<file path="config.mk">
export PLATFORM = sky130hd
export DESIGN_NAME = alu_mul_sequencer
export DESIGN_NICKNAME = d
export VERILOG_FILES = /design/src/rtl/alu_mul_sequencer_pkg.sv /design/src/rtl/alu_mul_sequencer.sv
export SDC_FILE = /design/constraint.sdc
export NUM_CORES = 1
export LEC_CHECK = 0
export BUFFER_PORTS_ARGS = -buffer_cell sky130_fd_sc_hd__buf_4
export CAP_MARGIN = 30
export CORE_MARGIN = 1
export CORE_UTILIZATION = 48
export DETAILED_ROUTE_END_ITERATION = 6
export PLACE_DENSITY = 0.8
export SYNTH_ARGS = -nofsm -noshare
export SYNTH_HDL_FRONTEND = slang
export SYNTH_SLANG_ARGS = --single-unit
</file>
<file path="constraint.sdc">
create_clock -name clk -period 3.9 [get_ports clk]
set_input_delay 0.195 -clock clk [delete_from_list [all_inputs] [get_ports clk]]
set_output_delay 0.195 -clock clk [all_outputs]
set_load 0.05 [all_outputs]
</file>
<file path="src/rtl/alu_mul_sequencer_pkg.sv">
// -----------------------------------------------------------------------------
// alu_mul_sequencer_pkg
// Shared ALU definitions for the execute stage: ALU control encodings and the
// state encoding of the shift-and-add multiply sequencer.
// -----------------------------------------------------------------------------
package alu_mul_sequencer_pkg;

  typedef logic [2:0] alu_ctrl_t;

  localparam alu_ctrl_t ALU_ADD = 3'b000;
  localparam alu_ctrl_t ALU_SUB = 3'b001;
  localparam alu_ctrl_t ALU_AND = 3'b010;
  localparam alu_ctrl_t ALU_OR  = 3'b011;

  typedef enum logic [1:0] {
    IDLE = 2'd0,
    RUN  = 2'd1,
    DONE = 2'd2
  } state_t;

endpackage

</file>
<file path="src/rtl/alu_mul_sequencer.sv">
// -----------------------------------------------------------------------------
// alu_mul_sequencer
// Computes the low WIDTH bits of op_a*op_b by driving the shared ALU with ADD
// only, one shift-and-add step per cycle. While busy it owns the ALU operand
// mux (alu_req). The loop stops as soon as the remaining multiplier is zero,
// so latency tracks the highest set bit of op_b.
//
// Ports:
//   clk, reset          clock (rising edge), asynchronous active-high reset
//   start, op_a, op_b   request and operands, captured when not busy
//   alu_req             ALU ownership request (high in RUN)
//   alu_a, alu_b        ALU operands: accumulator, shifted multiplicand
//   alu_control         ALU operation, always ADD
//   alu_result          combinational ALU result for alu_a/alu_b
//   busy                high while iterating
//   done                one-cycle pulse, product valid
//   product             result, held until the next accepted start
// -----------------------------------------------------------------------------
module alu_mul_sequencer
  import alu_mul_sequencer_pkg::*;
#(
  parameter int WIDTH = 32
) (
  input  logic             clk,
  input  logic             reset,
  input  logic             start,
  input  logic [WIDTH-1:0] op_a,
  input  logic [WIDTH-1:0] op_b,
  output logic             alu_req,
  output logic [WIDTH-1:0] alu_a,
  output logic [WIDTH-1:0] alu_b,
  output logic [2:0]       alu_control,
  input  logic [WIDTH-1:0] alu_result,
  output logic             busy,
  output logic             done,
  output logic [WIDTH-1:0] product
);

  state_t           state_q, state_d;
  logic [WIDTH-1:0] acc_q, acc_d;
  logic [WIDTH-1:0] mcand_q, mcand_d;
  logic [WIDTH-1:0] mplier_q, mplier_d;

  // NOTE: every signal written here gets a default first, so no path through
  // the case statement leaves a value unassigned and no latch is inferred.
  always_comb begin
    state_d  = state_q;
    acc_d    = acc_q;
    mcand_d  = mcand_q;
    mplier_d = mplier_q;
    unique case (state_q)
      IDLE, DONE: begin
        // A start in DONE is accepted, allowing back-to-back multiplies.
        if (start) begin
          acc_d    = '0;
          mcand_d  = op_a;
          mplier_d = op_b;
          state_d  = RUN;
        end else begin
          state_d = IDLE;
        end
      end
      RUN: begin
        // No multiplier bits left: the accumulator already holds the product.
        if (mplier_q == '0) begin
          state_d = DONE;
        end else begin
          if (mplier_q[0]) acc_d = alu_result;
          // Carry-out and bits shifted past the MSB are dropped: the result
          // is modulo 2^WIDTH, identical for signed and unsigned operands.
          mcand_d  = mcand_q << 1;
          mplier_d = mplier_q >> 1;
        end
      end
      default: state_d = IDLE;
    endcase
  end

  // NOTE: sequential state uses non-blocking assignments so all registers
  // update together from the values computed before the edge.
  always_ff @(posedge clk or posedge reset) begin
    if (reset) begin
      state_q  <= IDLE;
      acc_q    <= '0;
      mcand_q  <= '0;
      mplier_q <= '0;
    end else begin
      state_q  <= state_d;
      acc_q    <= acc_d;
      mcand_q  <= mcand_d;
      mplier_q <= mplier_d;
    end
  end

  assign alu_a       = acc_q;
  assign alu_b       = mcand_q;
  assign alu_control = ALU_ADD;
  assign alu_req     = (state_q == RUN);
  assign busy        = (state_q == RUN);
  assign done        = (state_q == DONE);
  assign product     = acc_q;

endmodule

</file>
* Yosys cells after proc, flatten, opt, wreduce, memory -nomap -nowiden
Cells that the tools add are included.
** Word-level totals
- Register bits after elaboration :: 98
- Input bits :: 99
** Cells by class
- Eq/ne operators :: 6
- Mux-type cells :: 13
- Reduce and logical (&&, ||, !) cells :: 6
** Operators with widths (count)
- $mux 32 :: 7
- $pmux 32 s2 :: 3
- $logic_not 32->1 :: 1
- $ne 2x1->1 const B :: 2
- $ne 2x2->1 const B :: 2
- $pmux 2 s2 :: 1
- $reduce_and 4->1 :: 1
- $reduce_and 3->1 :: 1
- $eq 2x1->1 const B :: 1
- $eq 2x2->1 const B :: 1
- $logic_not 2->1 :: 1
- $mux 2 :: 1
- $reduce_bool 2->1 :: 1
- $reduce_or 2->1 :: 1
- $mux 1 :: 1

* Logic depth before layout (Yosys ltp)
Gate-level depths: netlist of the first run.
- Word-level depth :: 4
- Gate-level depth with buffers :: 8
- Mapped depth without buffers :: 5

* Least setup slack after synthesis of the first run
No wires, ideal clock.
- Path type :: flip-flop to output port
- Start point :: register state_q[1]
- End point :: output port busy
- Arrival :: 1.822 ns
- Path slack :: 1.883 ns
- Stages on the path, launching flop included :: 7
- Cell sequence :: dfrtp_1 -> nand2b_1 -> buf_2 -> inv_2 -> buf_2 -> buf_1 -> buf_4
** On the way
- Cells in the longest elaborated chain, start to end :: 1
** Ends and longest elaborated chain
- from (decl) :: RTL line alu_mul_sequencer.sv:39 : state_t state_q, state_d;
- from (signal assigned) :: RTL line alu_mul_sequencer.sv:88 : state_q <= state_d;
- $eq 2x1->1
- to (decl) :: RTL line alu_mul_sequencer.sv:34 : output logic busy,
Every way passes these cells.

* Final worst setup path of the first run
- Start point :: register state_q[0]
- End point :: output port alu_req
** On the way
- Cells in the longest elaborated chain, start to end :: 1
** Ends and longest elaborated chain
- $eq 2x1->1 :: RTL line alu_mul_sequencer.sv:98 : assign alu_req = (state_q == RUN);
- to (decl) :: RTL line alu_mul_sequencer.sv:29 : output logic alu_req,
Every way passes these cells.

==> results.sh, run 1 <==
export IMPL_design_area_um2=6430
export IMPL_routed_via_density=5.57
export IMPL_global_route_usage_met2_pct=38.9
export IMPL_worstSetupPathType="reg -> out"
export IMPL_global_route_usage_met1_pct=33.2
export IMPL_globalRouteOverflowTotal=0
export IMPL_critPathLaunchType="register"
export IMPL_cts_inserted_buffers=9
export IMPL_synth_lib_cells_used_distinct=27
export IMPL_tritoncts="yes"
export IMPL_power_density_nw_per_um2=916
export IMPL_diodes_inserted=0
export IMPL_postRouteWirelength_um=13000
export IMPL_slew_limit_headroom_pct=53.8
export IMPL_port_buffer_count=197
export IMPL_placementRows=36
export IMPL_finalNetCount=765
export IMPL_yosys_top_cells_area="dfrtp_1 (50%), nand2_1 (13%), a22oi_1 (9.1%)"
export IMPL_setup_tns_ns=0
export IMPL_timing_final_setup_violations=0
export IMPL_ys_ff_latch=98
export IMPL_cts_path_max_buffers=2
export IMPL_total_power_consumption_mw=5.89
export IMPL_fmax_mhz=463
export IMPL_post_cts_resize_count=0
export IMPL_power_share_switching_pct=51.9
export IMPL_drt_drc_violations_left=0
export IMPL_cts_setup_buffers=0
export IMPL_initial_core_util_pct=49.7
export IMPL_first_global_vias=4128
export IMPL_power_report_internal_total_mw=2.83
export IMPL_max_slew_violation_total_from_the_final_report=0
export IMPL_setup_worst_path_end_class="primary output"
export IMPL_final_count_of_hold_timing_violations=0
export IMPL_grt_antenna_before_repair=0
export IMPL_synth_cells=525
export IMPL_die_h_um=103
export IMPL_critical_path_peak_fanout=56
export IMPL_worstSkewPairLatency_ns=0.35
export IMPL_min_period_ns=2.16
export IMPL_global_route_wire_length_before_repair_um=20000
export IMPL_synthDominantCellAreaShare_pct=50.4
export IMPL_globalRoute_busiestLayer="met2"
export IMPL_floorplan_die_area_um2=10500
export IMPL_dr_first_iter_drc_count=278
export IMPL_gr_usage_met3_pct=3.12
export IMPL_post_synth_instance_area_um2=4860
export IMPL_crit_arrival_ns=1.97
export IMPL_cellLeakagePower_nw=3.32
export IMPL_dieWidth_um=103
export IMPL_comb_power_share_pct=56.8
export IMPL_htreeDepth=3
export IMPL_fin_worst_skew_ns=0.0126
export IMPL_top_level_ports=201
export IMPL_syn_to_final_growth_pct=32.2
export IMPL_hold_buffers=1
export IMPL_timing_worst_slew_pin_value_ns=0.693
export IMPL_synth_seq_area_share_pct=50.4
export IMPL_finalWeightedCongestion=0.832
export IMPL_post_route_cells_drive_above_1_share_pct=35.5
export IMPL_pin_count_of_the_biggest_net_entering_global_routing=75
export IMPL_post_drt_wl_per_cell_um=16.2
export IMPL_num_vias=4481
export IMPL_synth_top_area_cell="dfrtp_1"
export IMPL_run_status="completed"
export IMPL_seqPwrFrac_pct=31.7
export IMPL_fp_coreArea_um2=9770
export IMPL_dpl_instance_area_um2=6210
export IMPL_holdCritPathClass="in -> reg"
export IMPL_synth_warning_count=0
export IMPL_worst_ep_required_ns=3.70
export IMPL_cts_sinks=98
export IMPL_detailedRoute_firstPassIterationCount=5
export IMPL_post_route_ant_nets=0
export IMPL_mostFrequentLayoutCells="buf_4 (204), nand2_1 (162), dfrtp_1 (98), nand3_1 (63), a22oi_1 (59)"
export IMPL_groute_usage_overall_pct=24.3
export IMPL_clock_tree_root_cell="clkbuf_8"
export IMPL_layout_filler_cells=807
export IMPL_clock_power_share_pct=11.5
export IMPL_synthesis_area_per_instance_um2=9.26
export IMPL_cts_clk_slew_worst_paths_ns=0.09
export IMPL_grt_setup_unrepaired="false"
export IMPL_mostFrequentLayoutCell="buf_4"
export IMPL_share_of_the_clock_period_used_by_the_worst_path_after_layout_pct=55.4
export IMPL_max_cap_violations=0
export IMPL_hpwl_um=8910
export IMPL_vdd_drop_max_mv=0.605
export IMPL_power_net_switching_mw=3.05
==> through the flow <==
step	util, %	hold slack [ns]	setup slack (ns)	std cells
floorplan	-	0.300	1.14	527
global placement	62.3	0.384	1.59	782
detailed placement	63.6	0.117	1.91	787
CTS	65.8	0.0138	1.75	804
global route	65.8	0.0107	1.60	804
finish	65.8	0.0273	1.74	804
==> metal layers <==
metal / part of all wire (%) / vias to the layer above
met4: 2.7 / 0
met1: 42 / 2172
met5: 0 / -
met3: 5.8 / 28
li1: - / 2089
met2: 49 / 192
==> worst max-delay path, cell delays in order (launching register included) <==
cell and delay [ns]:
dfrtp_1 0.43, nand2b_1 0.11, inv_2 0.20, buf_4 0.52, buf_4 0.31
==> flip-flops by register name, summed over array words and instances, names as in the netlist <==
register and cells:
alu_a 32, alu_b 32, mplier_q 32, state_q 2
==> power groups by stage <==
stage	Clock (mW)	Combinational [mW]	Sequential (mW)
global route	0.735	3.55	1.93
CTS	0.689	3.36	1.86
finish	0.675	3.34	1.87
detailed placement	0	3.35	1.88
global placement	0	3.23	1.85
floorplan	0	1.55	2.79
==> synthesized netlist by cell type <==
master    count
a221o_1      31
a21oi_1       1
a22oi_2       3
and2_1        1
conb_1        1
o21ai_1       2
nand4_1       2
buf_4        38
a22oi_1      59
clkbuf_1     25
nor3_1        1
nand2_1     162
nor4_2        5
and4_1        2
buf_2        11
or2_1         1
nor2_1        1
buf_1         3
inv_2         1
nand3_1      63
inv_1         1
nand2b_1      2
nor4_1        3
dfrtp_1      98
nor2b_1       2
buf_6         5
nor3_2        1
==> kinds of logic (layout without fill, tap and decap cells) <==
logic type | Yosys count | in the layout | synth area share [%]
AO/OA/AOI/OAI | 96 | 96 | 16.6
buffers and inverters | 84 | 228 | 10.5
flip-flops | 98 | 98 | 50.4
other | 1 | 3 | 0.0771
AND/OR/NAND/NOR | 246 | 246 | 22.4
==> worst paths after layout <==
path                                     from           end  slack [ns]  depth (start not counted)
min in group asynchronous               reset     alu_a[17]        0.34                          3
max in group asynchronous               reset  mplier_q[28]        2.69                          5
worst max-delay path               state_q[0]       alu_req        1.74                          4
worst min-delay path            alu_result[5]      alu_a[5]        0.03                          3
worst min register to register   mplier_q[25]  mplier_q[25]        0.52                          2
worst max register to register    mplier_q[4]     alu_b[24]        1.86                          5
==> area by class of cell <==
cell class / instances / area (µm²) / area share [%]
Sequential cell: 98 / 2450 / 38.2
Multi-Input combinational cell: 345 / 1930 / 30.0
Timing Repair Buffer: 210 / 1670 / 25.9
Tap cell: 133 / 166 / 2.59
Clock buffer: 12 / 155 / 2.41
Clock inverter: 4 / 50.0 / 0.779
Inverter: 2 / 10.0 / 0.156
No activity file was read; power rests on OpenSTA's default activity.
==> inputs of run 2 (changes only) <==
==> constraint.sdc (replaced) <==
create_clock -name clk -period 2.1 [get_ports clk]
set_input_delay 0.105 -clock clk [delete_from_list [all_inputs] [get_ports clk]]
set_output_delay 0.105 -clock clk [all_outputs]
set_load 0.05 [all_outputs]
==> results.sh, run 2 (synthesis gave the netlist of run 1 again) <==
export IMPL_finalNetCount=862
export IMPL_worstSkewPairLatency_ns=0.35
export IMPL_routed_via_density=5.49
export IMPL_total_power_consumption_mw=11.1
export IMPL_placementRows=36
export IMPL_fin_worst_skew_ns=0.00954
export IMPL_timing_final_setup_violations=0
export IMPL_cp_slowest_cell="nor4_1"
export IMPL_post_route_cells_drive_above_1_share_pct=31.3
export IMPL_cts_inserted_buffers=9
export IMPL_global_route_wire_length_before_repair_um=22600
export IMPL_fp_coreArea_um2=9770
export IMPL_grt_antenna_before_repair=0
export IMPL_detailedRoute_firstPassIterationCount=5
export IMPL_finalWeightedCongestion=0.755
export IMPL_seqPwrFrac_pct=31.6
export IMPL_post_drt_wl_per_cell_um=16.3
export IMPL_max_slew_violation_total_from_the_final_report=0
export IMPL_slew_limit_headroom_pct=54.2
export IMPL_critPathLaunchType="register"
export IMPL_hpwl_um=8680
export IMPL_share_of_the_clock_period_used_by_the_worst_path_after_layout_pct=90.6
export IMPL_setup_worst_path_end_class="register"
export IMPL_vdd_drop_max_mv=1.11
export IMPL_setup_tns_ns=0
export IMPL_cts_setup_buffers=0
export IMPL_comb_power_share_pct=57.5
export IMPL_clock_power_share_pct=10.9
export IMPL_pin_count_of_the_biggest_net_entering_global_routing=99
export IMPL_critical_path_peak_fanout=32
export IMPL_power_density_nw_per_um2=1500
export IMPL_run_status="completed"
export IMPL_top_level_ports=201
export IMPL_globalRouteOverflowTotal=0
export IMPL_dieWidth_um=103
export IMPL_first_global_vias=4685
export IMPL_initial_core_util_pct=49.7
export IMPL_worst_ep_required_ns=2.34
export IMPL_post_route_ant_nets=0
export IMPL_mostFrequentLayoutCells="buf_4 (205), nand2_1 (162), dfrtp_1 (98), dlygate4sd3_1 (96), nand3_1 (63)"
export IMPL_postRouteWirelength_um=14600
export IMPL_die_h_um=103
export IMPL_worstPathCellList="nor4_1, and4_1, buf_12, a22oi_1, a221o_1"
export IMPL_htreeDepth=3
export IMPL_timing_worst_slew_pin_value_ns=0.687
export IMPL_clock_tree_root_cell="clkbuf_8"
export IMPL_dr_first_iter_drc_count=355
export IMPL_tritoncts="yes"
export IMPL_crit_arrival_ns=2.14
export IMPL_min_period_ns=1.90
export IMPL_slowest_delay_ns=0.45
export IMPL_final_count_of_hold_timing_violations=0
export IMPL_port_buffer_count=197
export IMPL_groute_usage_overall_pct=27.6
export IMPL_crit_buf_inv=1
export IMPL_worstSetupPathType="reg -> reg"
export IMPL_num_vias=4943
export IMPL_mostFrequentLayoutCell="buf_4"
export IMPL_cts_clk_slew_worst_paths_ns=0.09
export IMPL_diodes_inserted=0
export IMPL_place_ws_ns=0.234
export IMPL_fin_ws_ns=0.198
export IMPL_cellLeakagePower_nw=3.72
export IMPL_fmax_mhz=526
export IMPL_drt_drc_violations_left=0
export IMPL_floorplan_die_area_um2=10500
export IMPL_grt_setup_unrepaired="false"
export IMPL_cts_sinks=98
export IMPL_power_report_internal_total_mw=5.28
export IMPL_power_share_switching_pct=52.2
export IMPL_holdCritPathClass="in -> reg"
export IMPL_syn_to_final_growth_pct=51.7
export IMPL_path_delay_family="simple AND/OR/NAND/NOR gates"
export IMPL_power_net_switching_mw=5.78
export IMPL_max_cap_violations=0
export IMPL_cts_path_max_buffers=2
run 2: stage by stage:
stage	hold slack, ns	cell area, µm²	cells	utilization [%]
2_1_floorplan	0.210	4870	527	-
3_3_place_gp	0.294	6200	788	63.4
3_5_place_dp	0.298	6220	789	63.7
4_1_cts	0.0304	7370	900	75.4
5_1_grt	0.0256	7370	900	75.4
6_report	0.0382	7370	900	75.4
run 2: repair_timing:
action,4_1_cts,5_1_grt
setup endpoints to repair,0,0
hold endpoints to repair,193,0
hold buffers,96,0
gates resized for setup,0,0
run 2: worst paths after layout:
path / startpoint / to / slack [ns] / cells past startpoint
worst min register to register: mplier_q[29] / mplier_q[29] / 0.52 / 2
min in group asynchronous: reset / mplier_q[17] / 0.42 / 4
worst max-delay path: mplier_q[27] / alu_b[25] / 0.20 / 5
worst max register to register: mplier_q[27] / alu_b[25] / 0.20 / 5
worst min-delay path: op_b[30] / mplier_q[30] / 0.04 / 3
max in group asynchronous: reset / alu_b[7] / 1.24 / 4
run 2: layout make-up:
type	instances	area, µm²
tap	133	166
fill	652	2400
clock buffer	9	124
clock inverter	6	66.3
multi-input combinational	345	1930
timing repair buffer	307	2630
inverter	2	11.3
sequential	98	2450
run 2: worst reg2reg max path: cells and delay by family, from the launching register on:
kind                   cells  cell delay [ns]
AO/OA/AOI/OAI              2             0.43
flip-flops                 1             0.41
buffers and inverters      1             0.20
AND/OR/NAND/NOR            2             0.76
run 2: power groups by stage:
stage	Clock, mW	Sequential [mW]	Combinational, mW
2_1_floorplan	0	5.19	2.88
3_3_place_gp	0	3.45	6.02
3_5_place_dp	0	3.51	6.19
4_1_cts	1.24	3.48	6.34
5_1_grt	1.30	3.61	6.74
6_report	1.21	3.50	6.36
run 2: metal layers:
layer	up-vias	GRT usage, %	share of wire [%]
met5	-	0	0
met4	0	10.5	2.3
met2	226	47.2	53
li1	2293	-	-
met1	2392	35.0	39
met3	32	4.47	6.1
